--- config.mk ---
export PLATFORM = sky130hd
export DESIGN_NAME = csr_access_ctrl
export DESIGN_NICKNAME = d
export VERILOG_FILES = /design/src/rtl/csr_access_ctrl_pkg.sv /design/src/rtl/csr_access_ctrl_modify.sv /design/src/rtl/csr_access_ctrl.sv
export SDC_FILE = /design/constraint.sdc
export NUM_CORES = 1
export LEC_CHECK = 0
export ABC_CLOCK_PERIOD_IN_PS = 4700
export CAP_MARGIN = 20
export CORE_UTILIZATION = 40
export CTS_BUF_LIST = sky130_fd_sc_hd__clkbuf_2 sky130_fd_sc_hd__clkbuf_4 sky130_fd_sc_hd__clkbuf_8
export DETAILED_ROUTE_END_ITERATION = 7
export HOLD_SLACK_MARGIN = 0.08
export PLACE_DENSITY = 0.81
export REMOVE_ABC_BUFFERS = 1
export SLEW_MARGIN = 20
export SYNTH_ARGS = -nofsm -noshare
export SYNTH_HDL_FRONTEND = slang
export SYNTH_SLANG_ARGS = --single-unit
export TNS_END_PERCENT = 100
--- constraint.sdc ---
create_clock -name clk -period 4.7 [get_ports clk]
set_input_delay 1.175 -clock clk [delete_from_list [all_inputs] [get_ports clk]]
set_output_delay 1.175 -clock clk [all_outputs]
set_load 0.03 [all_outputs]
--- src/rtl/csr_access_ctrl_pkg.sv ---
// Shared definitions for the CSR access controller: funct3 encodings,
// FSM state encoding, latched request record and address/op helpers.
package csr_access_ctrl_pkg;

  localparam logic [2:0] F3_RW  = 3'b001;
  localparam logic [2:0] F3_RS  = 3'b010;
  localparam logic [2:0] F3_RC  = 3'b011;
  localparam logic [2:0] F3_RWI = 3'b101;
  localparam logic [2:0] F3_RSI = 3'b110;
  localparam logic [2:0] F3_RCI = 3'b111;

  typedef enum logic [1:0] {
    ST_IDLE = 2'd0,
    ST_RD   = 2'd1,
    ST_WB   = 2'd2
  } state_e;

  // Request fields captured at acceptance; bad_op marks an unknown funct3.
  typedef struct packed {
    logic [2:0]  funct3;
    logic [11:0] addr;
    logic [4:0]  rs1_idx;
    logic [31:0] rs1_val;
    logic [4:0]  rd_idx;
    logic        bad_op;
  } csr_req_t;

  // Addresses with [11:10] == 2'b11 are read-only CSRs.
  function automatic logic is_read_only(input logic [11:0] addr);
    return addr[11:10] == 2'b11;
  endfunction

  // funct3 000 and 100 are not CSR ops; the low two bits select RW/RS/RC.
  function automatic logic is_legal_op(input logic [2:0] f3);
    return f3[1:0] != 2'b00;
  endfunction

endpackage

--- src/rtl/csr_access_ctrl_modify.sv ---
// csr_modify: combinational read-modify-write value and write qualifier.
module csr_modify
  import csr_access_ctrl_pkg::*;
(
  input  logic [2:0]  op,
  input  logic [31:0] old,
  input  logic [31:0] operand,
  input  logic        rs1_zero,
  output logic [31:0] new_val,
  output logic        write_en
);

  // Set/clear forms skip the write when rs1 (or zimm) is x0; plain writes always write.
  always_comb begin
    new_val  = old;
    write_en = 1'b0;
    unique case (op[1:0])
      2'b01: begin
        new_val  = operand;
        write_en = 1'b1;
      end
      2'b10: begin
        new_val  = old | operand;
        write_en = !rs1_zero;
      end
      2'b11: begin
        new_val  = old & ~operand;
        write_en = !rs1_zero;
      end
      default: begin
        new_val  = old;
        write_en = 1'b0;
      end
    endcase
  end

endmodule

--- src/rtl/csr_access_ctrl.sv ---
// csr_access_ctrl: sequences one CSR instruction through read (RD) and
// write-back (WB), driving the CSR file ports and the GPR writeback.
module csr_access_ctrl
  import csr_access_ctrl_pkg::*;
(
  input  logic        clk,
  input  logic        rst,
  input  logic        req_valid,
  output logic        req_ready,
  input  logic [2:0]  funct3,
  input  logic [11:0] csr_addr,
  input  logic [4:0]  rs1_idx,
  input  logic [31:0] rs1_val,
  input  logic [4:0]  rd_idx,
  input  logic        freeze,
  output logic [11:0] csr_adr_rd,
  input  logic [31:0] csr_rddata,
  output logic [11:0] csr_adr_wr,
  output logic [31:0] csr_wrdata,
  output logic        csr_wr_en,
  output logic        rd_we,
  output logic [4:0]  rd_waddr,
  output logic [31:0] rd_wdata,
  output logic        illegal,
  output logic        busy
);

  state_e   state_q, state_d;
  csr_req_t req_q;
  logic     accept;
  logic [31:0] operand;
  logic [31:0] new_val;
  logic        mod_we;
  logic        ro_fault;

  assign req_ready  = (state_q == ST_IDLE) && !freeze;
  assign busy       = (state_q != ST_IDLE);
  assign accept     = req_valid && req_ready;
  assign csr_adr_rd = req_q.addr;

  // Immediate forms use the rs1 field itself, zero-extended, as the operand.
  assign operand  = req_q.funct3[2] ? {27'b0, req_q.rs1_idx} : req_q.rs1_val;
  assign ro_fault = mod_we && is_read_only(req_q.addr);

  csr_modify u_modify (
    .op       (req_q.funct3),
    .old      (csr_rddata),
    .operand  (operand),
    .rs1_zero (req_q.rs1_idx == 5'd0),
    .new_val  (new_val),
    .write_en (mod_we)
  );

  // State register.
  always_ff @(posedge clk) begin
    if (rst) state_q <= ST_IDLE;
    else     state_q <= state_d;
  end

  // Capture the request on the accepting edge; fields stay stable until the next one.
  always_ff @(posedge clk) begin
    if (rst) begin
      req_q <= '0;
    end else if (accept) begin
      req_q.funct3  <= funct3;
      req_q.addr    <= csr_addr;
      req_q.rs1_idx <= rs1_idx;
      req_q.rs1_val <= rs1_val;
      req_q.rd_idx  <= rd_idx;
      req_q.bad_op  <= !is_legal_op(funct3);
    end
  end

  // Next state and pulse outputs; reset masks every pulse so an aborted access writes nothing.
  always_comb begin
    state_d    = state_q;
    csr_wr_en  = 1'b0;
    csr_adr_wr = '0;
    csr_wrdata = '0;
    rd_we      = 1'b0;
    rd_waddr   = '0;
    rd_wdata   = '0;
    illegal    = 1'b0;
    unique case (state_q)
      ST_IDLE: begin
        if (accept) state_d = ST_RD;
      end
      ST_RD: begin
        if (req_q.bad_op) begin
          illegal = !rst;
          state_d = ST_IDLE;
        end else if (!freeze) begin
          state_d = ST_WB;
        end
      end
      ST_WB: begin
        if (!freeze) begin
          state_d = ST_IDLE;
          if (!rst) begin
            if (ro_fault) begin
              illegal = 1'b1;
            end else begin
              csr_wr_en = mod_we;
              if (mod_we) begin
                csr_adr_wr = req_q.addr;
                csr_wrdata = new_val;
              end
              if (req_q.rd_idx != 5'd0) begin
                rd_we    = 1'b1;
                rd_waddr = req_q.rd_idx;
                rd_wdata = csr_rddata;
              end
            end
          end
        end
      end
      default: state_d = ST_IDLE;
    endcase
  end

endmodule

==> impl_metrics.toml <==
[outcome]
status = "finished, final reports clean"

[cts]
post_cts_resize_count = 0
cts_setup_buffers = 0
clock-sinks = 60
cts_tree = "yes"
clkLatencyLatePin_ns = 0.33
cts_root_buf = "clkbuf_8"
cts.path.max_buffers = 2
h-tree-depth = 3
cts_made_buffers = 9
cts.hold.buffers_added = 0
cts.clk_slew.worst_paths_ns = 0.06

[die]
dieArea_um2 = 9720
coreArea_um2 = 8890
chipWidth_um = 98.6
start_util = 0.420
io_pins = 191
die_h_um = 98.6
rows = 34

[detailed_routing]
vias_per_cell = 5.21
drc = 0
firstDrtPassIters = 4
dr_total_vias = 4269
wire_per_inst_um = 14.4
ant_nets = 0
drt_wl_total_mm = 11.8
first_iter_violations = 121

[cells_and_area]
num-nets-final = 804
final_common_cell = "nand2_1"
drive_gt1_frac = 0.138
fillers = 799
stdcell_area_um2 = 5620
layout_common_cells = "154 x nand2_1, 130 x clkdlybuf4s50_1, 91 x a21oi_1, 69 x buf_4, 59 x dfxtp_1"
num_antenna_cells = 0
area_growth_syn_to_layout_pct = 50.7

[global_routing]
grt_max_degree = 61
antenna_found_initial = 0
grt_overflow = 0
grt_pass1_wl_mm = 19.2
grt_usage = 0.244
grt_pass1_vias = 4083

[power_and_ir_drop]
ir_drop_v = 0.000168
power_uw = 1340
power.share.clock = 0.348
p_seq_frac = 0.425
combinationalPowerShare = 0.227
intPower_uw = 951
p_sw_uw = 385
leakage_uw = 0.00197
powerDensity_nw_per_um2 = 238
swShare = 0.288

[synthesis]
seq_area_frac_synth = 0.322
ys_ff_latch = 60
synth_warnings = 0
syn_area_per_cell_um2 = 6.71
synth.distinct_cells = 36
synth_edf_count = 0
synthCells = 556
netlist_area_um2 = 3730
async_flop_share = 0
synthFlopType = "dfxtp_1"

[critical_path]
required_ns = 3.52
reg2reg_depth = 6
cp.arrival_ns = 3.18
end_kind = "output pin"
r2r_start = "state_q[0]"
path_class = "primary input to output pin"
rr_endpoint = "req_q[0]"
r2r_setup_slack_ns = 2.53
crit_fanout = 25
cp-start-kind = "primary input"

[sta]
min_period_ns = 4.35
fin_setup_tns_ns = 0
worst_slew_pin_slew_ns = 1.02
max_slew_margin = 0.322
clock-skew-final_ns = 0.0116
setup_violations = 0
rsz0062_at_grt = "false"
fmax_mhz = 230
finalHoldViolCount = 0
holdWs_ns = 0.457
slew_violations = 0
post-route-period-util = 0.926

[placement]
gp_congestion = 0.797
place_hpwl_mm = 8.23
placed_cell_area_um2 = 5430
io_buffers = 190

[min_path]
hp-class = "flop to flop"
hold_start = "req_q[7]"
min_to = "req_q[7]"
min_path_cells = 2

[flow_run]
maxCapViolCount = 0
[power groups by stage]
| stage | sequential, µW | clock (µW) | combinational [µW] |
|---|---|---|---|
| finish | 567 | 465 | 304 |
| detailed placement | 578 | 0 | 303 |
| floorplan | 585 | 0 | 128 |
| global route | 571 | 499 | 333 |
| global placement | 576 | 0 | 295 |
| CTS | 567 | 475 | 304 |
[kinds of logic (layout without fill, tap and decap cells)]
logic type | Yosys count | in the layout | share of synthesized area
adders and majority gates | 3 | 3 | 0.0101
muxes | 5 | 5 | 0.0134
buffers and inverters | 102 | 257 | 0.124
AOI/OAI and AO/OA | 132 | 132 | 0.208
DFF | 60 | 60 | 0.322
and+or+nand+nor | 253 | 253 | 0.321
xor gates and xnor gates | 1 | 1 | 0.00235
[registers in the layout, summed over array words and instances (netlist names)]
signal / flops
csr_adr_rd: 12
req_q: 46
state_q: 2
[worst max-delay path, cell delays in order]
cell and delay, ns:
clkdlybuf4s50_1 0.55, nor3b_4 0.29, buf_12 0.20, nand2_1 0.07
nor3_1 0.16, clkdlybuf4s50_1 0.71
[how the worst max path moves through the flow]
stage,cells after the start,end,from,slack (ns)
finish,6,rd_wdata[12],freeze,0.35
CTS,6,rd_wdata[12],freeze,0.35
floorplan,3,csr_wrdata[0],rst,-0.64
detailed placement,6,rd_wdata[31],freeze,0.36
global route,6,rd_wdata[8],freeze,0.20
global placement,6,rd_waddr[2],freeze,0.44
[layout make-up]
type / instances / area (µm²) / area share
well taps: 108 / 135 / 0.0240
flip-flops and latches: 60 / 1200 / 0.214
clock buffers: 12 / 159 / 0.0283
multi-input cells: 394 / 2090 / 0.372
clock inverters: 2 / 35.0 / 0.00623
repair buffers: 201 / 1840 / 0.328
inverters: 42 / 158 / 0.0280
[cell usage after synthesis (4+ instances only)]
library cell / n / area, µm²
nand3_1: 5 / 25.0
a21oi_1: 91 / 455
nand3b_1: 28 / 210
inv_1: 42 / 158
o21bai_1: 6 / 45.0
clkbuf_1: 28 / 105
nor2b_1: 4 / 25.0
nor2_1: 8 / 30.0
nand2_1: 154 / 578
buf_4: 12 / 90.1
o211ai_1: 28 / 210
dfxtp_1: 60 / 1200
mux2i_1: 5 / 50.1
nor3_2: 5 / 50.1
buf_2: 15 / 75.1
nor3_1: 39 / 195
[stage by stage]
step | util | cells | setup WS, ns
2_1_floorplan | - | 496 | -0.637
3_3_place_gp | 0.610 | 805 | 0.437
3_5_place_dp | 0.610 | 805 | 0.359
4_1_cts | 0.632 | 819 | 0.351
5_1_grt | 0.632 | 819 | 0.197
6_report | 0.632 | 819 | 0.350
[per-layer routing]
metal	GRT usage	wire [µm]	part of all wire	vias up
li1	-	-	-	2141
met1	0.287	5090	0.43	1960
met2	0.433	5690	0.48	147
met3	0.0518	778	0.066	21
met4	0.0941	235	0.020	0
met5	0	0	0	-
Power figures use the tool's default switching activity.
